### src/rtl/uart_rx_word_packer.sv
// Packs UART bytes little-endian into words and queues them in a 2-entry FIFO.
// Define UART_PACK_TIMEOUT_EN to discard partial words after i_Timeout idle clocks.
module uart_rx_word_packer #(
   parameter int unsigned UART_DATA_WIDTH   = 8,
   parameter int unsigned WORD_BYTES        = 4,
   parameter int unsigned CONFIG_DATA_WIDTH = 32
) (
   input  logic                                    i_Clock,
   input  logic                                    i_Rst_n,
   input  logic                                    i_Rx_DV,
   input  logic [UART_DATA_WIDTH-1:0]              i_Rx_Byte,
   input  logic [CONFIG_DATA_WIDTH-1:0]            i_Timeout,
   input  logic                                    i_Word_Ready,
   output logic                                    o_Word_Valid,
   output logic [UART_DATA_WIDTH*WORD_BYTES-1:0]   o_Word,
   output logic                                    o_Overflow,
   input  logic                                    i_Ovf_Clr,
   output logic                                    o_Timeout
);

   localparam int unsigned WordWidth = UART_DATA_WIDTH * WORD_BYTES;
   localparam int unsigned CntW      = (WORD_BYTES > 1) ? $clog2(WORD_BYTES) : 1;
   localparam logic [CntW-1:0] LastByte = CntW'(WORD_BYTES - 1);

   typedef enum logic {
      S_IDLE    = 1'b0,
      S_COLLECT = 1'b1
   } state_e;

   state_e               state_q, state_d;
   logic [CntW-1:0]      byte_cnt_q, byte_cnt_d;
   logic [WordWidth-1:0] partial_q, partial_d;
   logic [WordWidth-1:0] word_next;
   logic                 word_done;
   logic                 timeout_hit;

   logic [WordWidth-1:0] fifo_mem_q [2];
   logic                 wr_ptr_q, rd_ptr_q;
   logic [1:0]           fifo_cnt_q, fifo_cnt_d;
   logic                 fifo_valid, fifo_full, do_pop, do_push, drop;
   logic                 ovf_q, ovf_d;

   assign word_done = i_Rx_DV && (byte_cnt_q == LastByte);

`ifdef UART_PACK_TIMEOUT_EN
   logic [CONFIG_DATA_WIDTH-1:0] timer_q, timer_d;
   logic                         timeout_q;

   // A strobe in the expiry cycle wins: the byte is kept and the timer restarts.
   assign timeout_hit = (state_q == S_COLLECT) && !i_Rx_DV && (i_Timeout != '0) &&
                        (timer_q == i_Timeout);

   always_comb begin
      timer_d = '0;
      if ((state_q == S_COLLECT) && !i_Rx_DV && !timeout_hit) begin
         timer_d = timer_q + CONFIG_DATA_WIDTH'(1);
      end
   end

   always_ff @(posedge i_Clock or negedge i_Rst_n) begin
      if (!i_Rst_n) begin
         timer_q   <= '0;
         timeout_q <= 1'b0;
      end else begin
         timer_q   <= timer_d;
         timeout_q <= timeout_hit;
      end
   end

   assign o_Timeout = timeout_q;
`else
   logic unused_timeout;
   assign unused_timeout = ^i_Timeout;
   assign timeout_hit    = 1'b0;
   assign o_Timeout      = 1'b0;
`endif

   // State register
   always_ff @(posedge i_Clock or negedge i_Rst_n) begin
      if (!i_Rst_n) begin
         state_q <= S_IDLE;
      end else begin
         state_q <= state_d;
      end
   end

   // Next-state logic
   always_comb begin
      state_d = state_q;
      unique case (state_q)
         S_IDLE: begin
            if (i_Rx_DV && !word_done) begin
               state_d = S_COLLECT;
            end
         end
         S_COLLECT: begin
            if (word_done || timeout_hit) begin
               state_d = S_IDLE;
            end
         end
         default: state_d = S_IDLE;
      endcase
   end

   // Byte assembly
   always_comb begin
      word_next = partial_q;
      for (int unsigned b = 0; b < WORD_BYTES; b++) begin
         if (byte_cnt_q == CntW'(b)) begin
            word_next[b*UART_DATA_WIDTH +: UART_DATA_WIDTH] = i_Rx_Byte;
         end
      end
   end

   always_comb begin
      byte_cnt_d = byte_cnt_q;
      partial_d  = partial_q;
      if (i_Rx_DV) begin
         if (word_done) begin
            byte_cnt_d = '0;
            partial_d  = '0;
         end else begin
            byte_cnt_d = byte_cnt_q + CntW'(1);
            partial_d  = word_next;
         end
      end else if (timeout_hit) begin
         byte_cnt_d = '0;
         partial_d  = '0;
      end
   end

   // Output FIFO: pop is resolved before push, so a full FIFO can accept a word being read out.
   always_comb begin
      fifo_valid = (fifo_cnt_q != 2'd0);
      fifo_full  = (fifo_cnt_q == 2'd2);
      do_pop     = fifo_valid && i_Word_Ready;
      do_push    = word_done && (!fifo_full || do_pop);
      drop       = word_done && fifo_full && !do_pop;
      fifo_cnt_d = fifo_cnt_q + 2'(do_push) - 2'(do_pop);
      ovf_d      = (ovf_q && !i_Ovf_Clr) || drop;
   end

   always_ff @(posedge i_Clock or negedge i_Rst_n) begin
      if (!i_Rst_n) begin
         byte_cnt_q    <= '0;
         partial_q     <= '0;
         fifo_mem_q[0] <= '0;
         fifo_mem_q[1] <= '0;
         wr_ptr_q      <= 1'b0;
         rd_ptr_q      <= 1'b0;
         fifo_cnt_q    <= 2'd0;
         ovf_q         <= 1'b0;
      end else begin
         byte_cnt_q <= byte_cnt_d;
         partial_q  <= partial_d;
         if (do_push) begin
            fifo_mem_q[wr_ptr_q] <= word_next;
         end
         wr_ptr_q   <= wr_ptr_q ^ do_push;
         rd_ptr_q   <= rd_ptr_q ^ do_pop;
         fifo_cnt_q <= fifo_cnt_d;
         ovf_q      <= ovf_d;
      end
   end

   // Outputs
   always_comb begin
      o_Word_Valid = fifo_valid;
      o_Word       = '0;
      if (fifo_valid) begin
         o_Word = fifo_mem_q[rd_ptr_q];
      end
      o_Overflow = ovf_q;
   end

endmodule
### config.mk
export PLATFORM = sky130hd
export DESIGN_NAME = uart_rx_word_packer
export DESIGN_NICKNAME = d
export VERILOG_FILES = /design/src/rtl/uart_rx_word_packer.sv
export SDC_FILE = /design/constraint.sdc
export NUM_CORES = 1
export LEC_CHECK = 0
export ABC_AREA = 1
export BUFFER_PORTS_ARGS = -buffer_cell sky130_fd_sc_hd__buf_2
export CAP_MARGIN = 20
export CORE_MARGIN = 1.5
export CORE_UTILIZATION = 45
export CTS_BUF_LIST = sky130_fd_sc_hd__clkbuf_4 sky130_fd_sc_hd__clkbuf_8
export DETAILED_ROUTE_END_ITERATION = 7
export GPL_ROUTABILITY_DRIVEN = 0
export PLACE_DENSITY = 0.66
export SLEW_MARGIN = 5
export SYNTH_ARGS = -nofsm -noshare
export SYNTH_HDL_FRONTEND = slang
export SYNTH_SLANG_ARGS = --single-unit
export TNS_END_PERCENT = 100
### constraint.sdc
create_clock -name i_Clock -period 2.35 [get_ports i_Clock]
set_input_delay 0.47 -clock i_Clock [delete_from_list [all_inputs] [get_ports i_Clock]]
set_output_delay 0.47 -clock i_Clock [all_outputs]
set_load 0.01 [all_outputs]
==> results_dict.tcl <==
set metrics [dict create \
    diodes 0 \
    worst_slew_pin_slew_ns 0.602 \
    drv_cap 0 \
    synth-seq-cells 103 \
    combinationalPowerShare_pct 41.0 \
    clockRootBuffer "clkbuf_8" \
    finalHoldViolCount 0 \
    ys_seq_area_share_pct 53.0 \
    setup_tns_ns 0 \
    nets 755 \
    syn_area_um2 4870 \
    via_per_inst 4.96 \
    grt_pass1_wl_um 19600 \
    r2r_cells 10 \
    multi_input_area_um2 1980 \
    grt_max_degree 58 \
    setup_viol 0 \
    relSlewSlack_pct 59.8 \
    path_clk_slew_ns 0.09 \
    fmax_ghz 0.456 \
    fin_skew_ns 0.0103 \
    post-cts-setup-buffer-count 0 \
    final_common_cell "nand2_1" \
    grtUsageTotal_pct 22.1 \
    regArea_um2 2580 \
    cp_max_fo 13 \
    min_path_type "input pin to register" \
    powerDensity_nw_per_um2 1250 \
    wl_per_cell_um 14.0 \
    syn2layout_area_growth_pct 11.6 \
    dr.first_iter.drc_count 256 \
    num_io_pins 80 \
    yosys_warnings 0 \
    routed_wl_um 11800 \
    firstDrtPassIters 5 \
    grt_pass1_vias 4047 \
    layout-drive-gt1-share_pct 11.2 \
    timing.hold.ws_ns 0.335 \
    drtAntennaViolNets 0 \
    total_power_uw 6790 \
    die_h_um 107 \
    crit_arrival_ns 1.72 \
    rsz0062_at_grt "no" \
    fillers 1013 \
    worstSetupEndpointType "primary output" \
    period_share_pct 93.2 \
    p_sw_uw 2820 \
    core-area_um2 10400 \
    p_leak_uw 0.00316 \
    cts-htree-levels 3 \
    syn_inst 663 \
    rows 37 \
    p_sw_share_pct 41.5 \
    status "complete, no violations" \
    cts_buffer_depth 2 \
    cts_tree "yes" \
    cts_buffers 9 \
    final_cell_mix "nand2_1, dfrtp_1, buf_2" \
    clockPowerShare_pct 16.8 \
    period_minus_slack_ns 2.19 \
    ys_types 15 \
    sequentialPowerShare_pct 42.2 \
    intPower_uw 3970 \
    clock-sinks 103 \
    crit_type "register to primary output" \
    cp_data_required_time_ns 1.88 \
    drcViolationCount 0 \
    chipWidth_um 107 \
    slew_violations 0 \
    start_kind "register" \
    port_buffers 46 \
    overflow 0 \
    via_count 4183 \
    avgSynthCellArea_um2 7.34 \
    dieArea_um2 11400 \
    holdPathStages 4 \
    ir_worst_vdd_mv 0.485 \
    initial_utilization_pct 46.7 \
    dp_hpwl_um 7650 \
    regToRegSetupSlack_ns 0.56 \
    synth_nets 716 \
    antenna_found_initial 0 \
    clk_latency_ns 0.37 \
]
[layout make-up]
| type | instances | share of cell area (%) |
|---|---|---|
| Clock buffer | 11 | 2.67 |
| Sequential cell | 103 | 47.4 |
| Multi-Input combinational cell | 488 | 36.4 |
| Clock inverter | 5 | 1.06 |
| Tap cell | 136 | 3.13 |
| Inverter | 39 | 2.69 |
| Timing Repair Buffer | 61 | 6.63 |
[metal layers]
| metal | routed length [um] | part of all wire (%) | global-route usage [%] | vias to the layer above |
|---|---|---|---|---|
| li1 | - | - | - | 2066 |
| met1 | 5460 | 46 | 29.0 | 2005 |
| met2 | 5720 | 48 | 37.3 | 99 |
| met3 | 475 | 4.0 | 4.26 | 13 |
| met4 | 188 | 1.6 | 6.10 | 0 |
| met5 | 0 | 0 | 0 | - |
[per-stage QoR]
stage / util [%] / setup WS, ns / cell area (um2) / instances
3_3_place_gp: 50.1 / 0.500 / 5220 / 826
5_1_grt: 52.2 / 0.0299 / 5430 / 843
4_1_cts: 52.2 / 0.124 / 5430 / 843
6_report: 52.2 / 0.159 / 5430 / 843
3_5_place_dp: 50.1 / 0.481 / 5220 / 826
2_1_floorplan: - / 0.524 / 4870 / 663
[Yosys cell counts]
library cell	count	area, um2
nand2_1	416	1560
dfrtp_1	103	2580
inv_1	37	139
a21oi_1	32	160
nand3_1	19	95.1
buf_2	17	85.1
nor2_1	9	33.8
ha_1	8	100
buf_4	6	45.0
buf_1	5	18.8
clkbuf_1	5	18.8
inv_2	2	7.51
o21ai_0	2	10.0
conb_1	1	3.75
nor2_4	1	11.3
[flip-flops by register name (all words and copies together) (netlist names)]
signal,cells
byte_cnt_q,2
fifo_cnt_q,2
fifo_mem_q,64
o_Overflow,1
partial_q,32
rd_ptr_q,1
wr_ptr_q,1
[worst max-delay path, stage by stage, from the launching register on]
cell and delay, ns:
dfrtp_1 0.38, inv_1 0.31, buf_4 0.29, nand2_1 0.07
a21oi_1 0.14, buf_2 0.15
[worst paths after layout]
kind | from | end
worst max-delay path | rd_ptr_q$_DFF_PN0_ | o_Word[13]
worst min-delay path | i_Ovf_Clr | o_Overflow$_DFF_PN0_
worst max register to register | byte_cnt_q[0]$_DFFE_PN0P_ | fifo_mem_q[15]$_DFFE_PN0P_
worst min register to register | partial_q[16]$_DFFE_PN0P_ | partial_q[16]$_DFFE_PN0P_
max in group asynchronous | i_Rst_n | partial_q[0]$_DFFE_PN0P_
min in group asynchronous | i_Rst_n | partial_q[26]$_DFFE_PN0P_
[power by group through the flow]
stage          clock, uW  combinational, uW  sequential (uW)
2_1_floorplan          0               1990             2800
5_1_grt             1260               3180             2960
6_report            1140               2790             2860
4_1_cts             1170               2820             2860
3_5_place_dp           0               2800             2890
3_3_place_gp           0               2720             2860
[what timing repair did]
action                     CTS  global route
hold buffers                 1             0
setup endpoints to repair    0             0
hold endpoints to repair    18             0
resized for setup            0             0
[cell families after synthesis]
kind of cell / after synthesis / synth area share [%]
buf+inv: 72 / 6.45
fa+ha+maj: 8 / 2.06
flops: 103 / 53.0
simple gates: 445 / 35.0
compound gates: 34 / 3.50
other cells: 1 / 0.0770
Note: power is estimated with default switching activity, not from simulation.
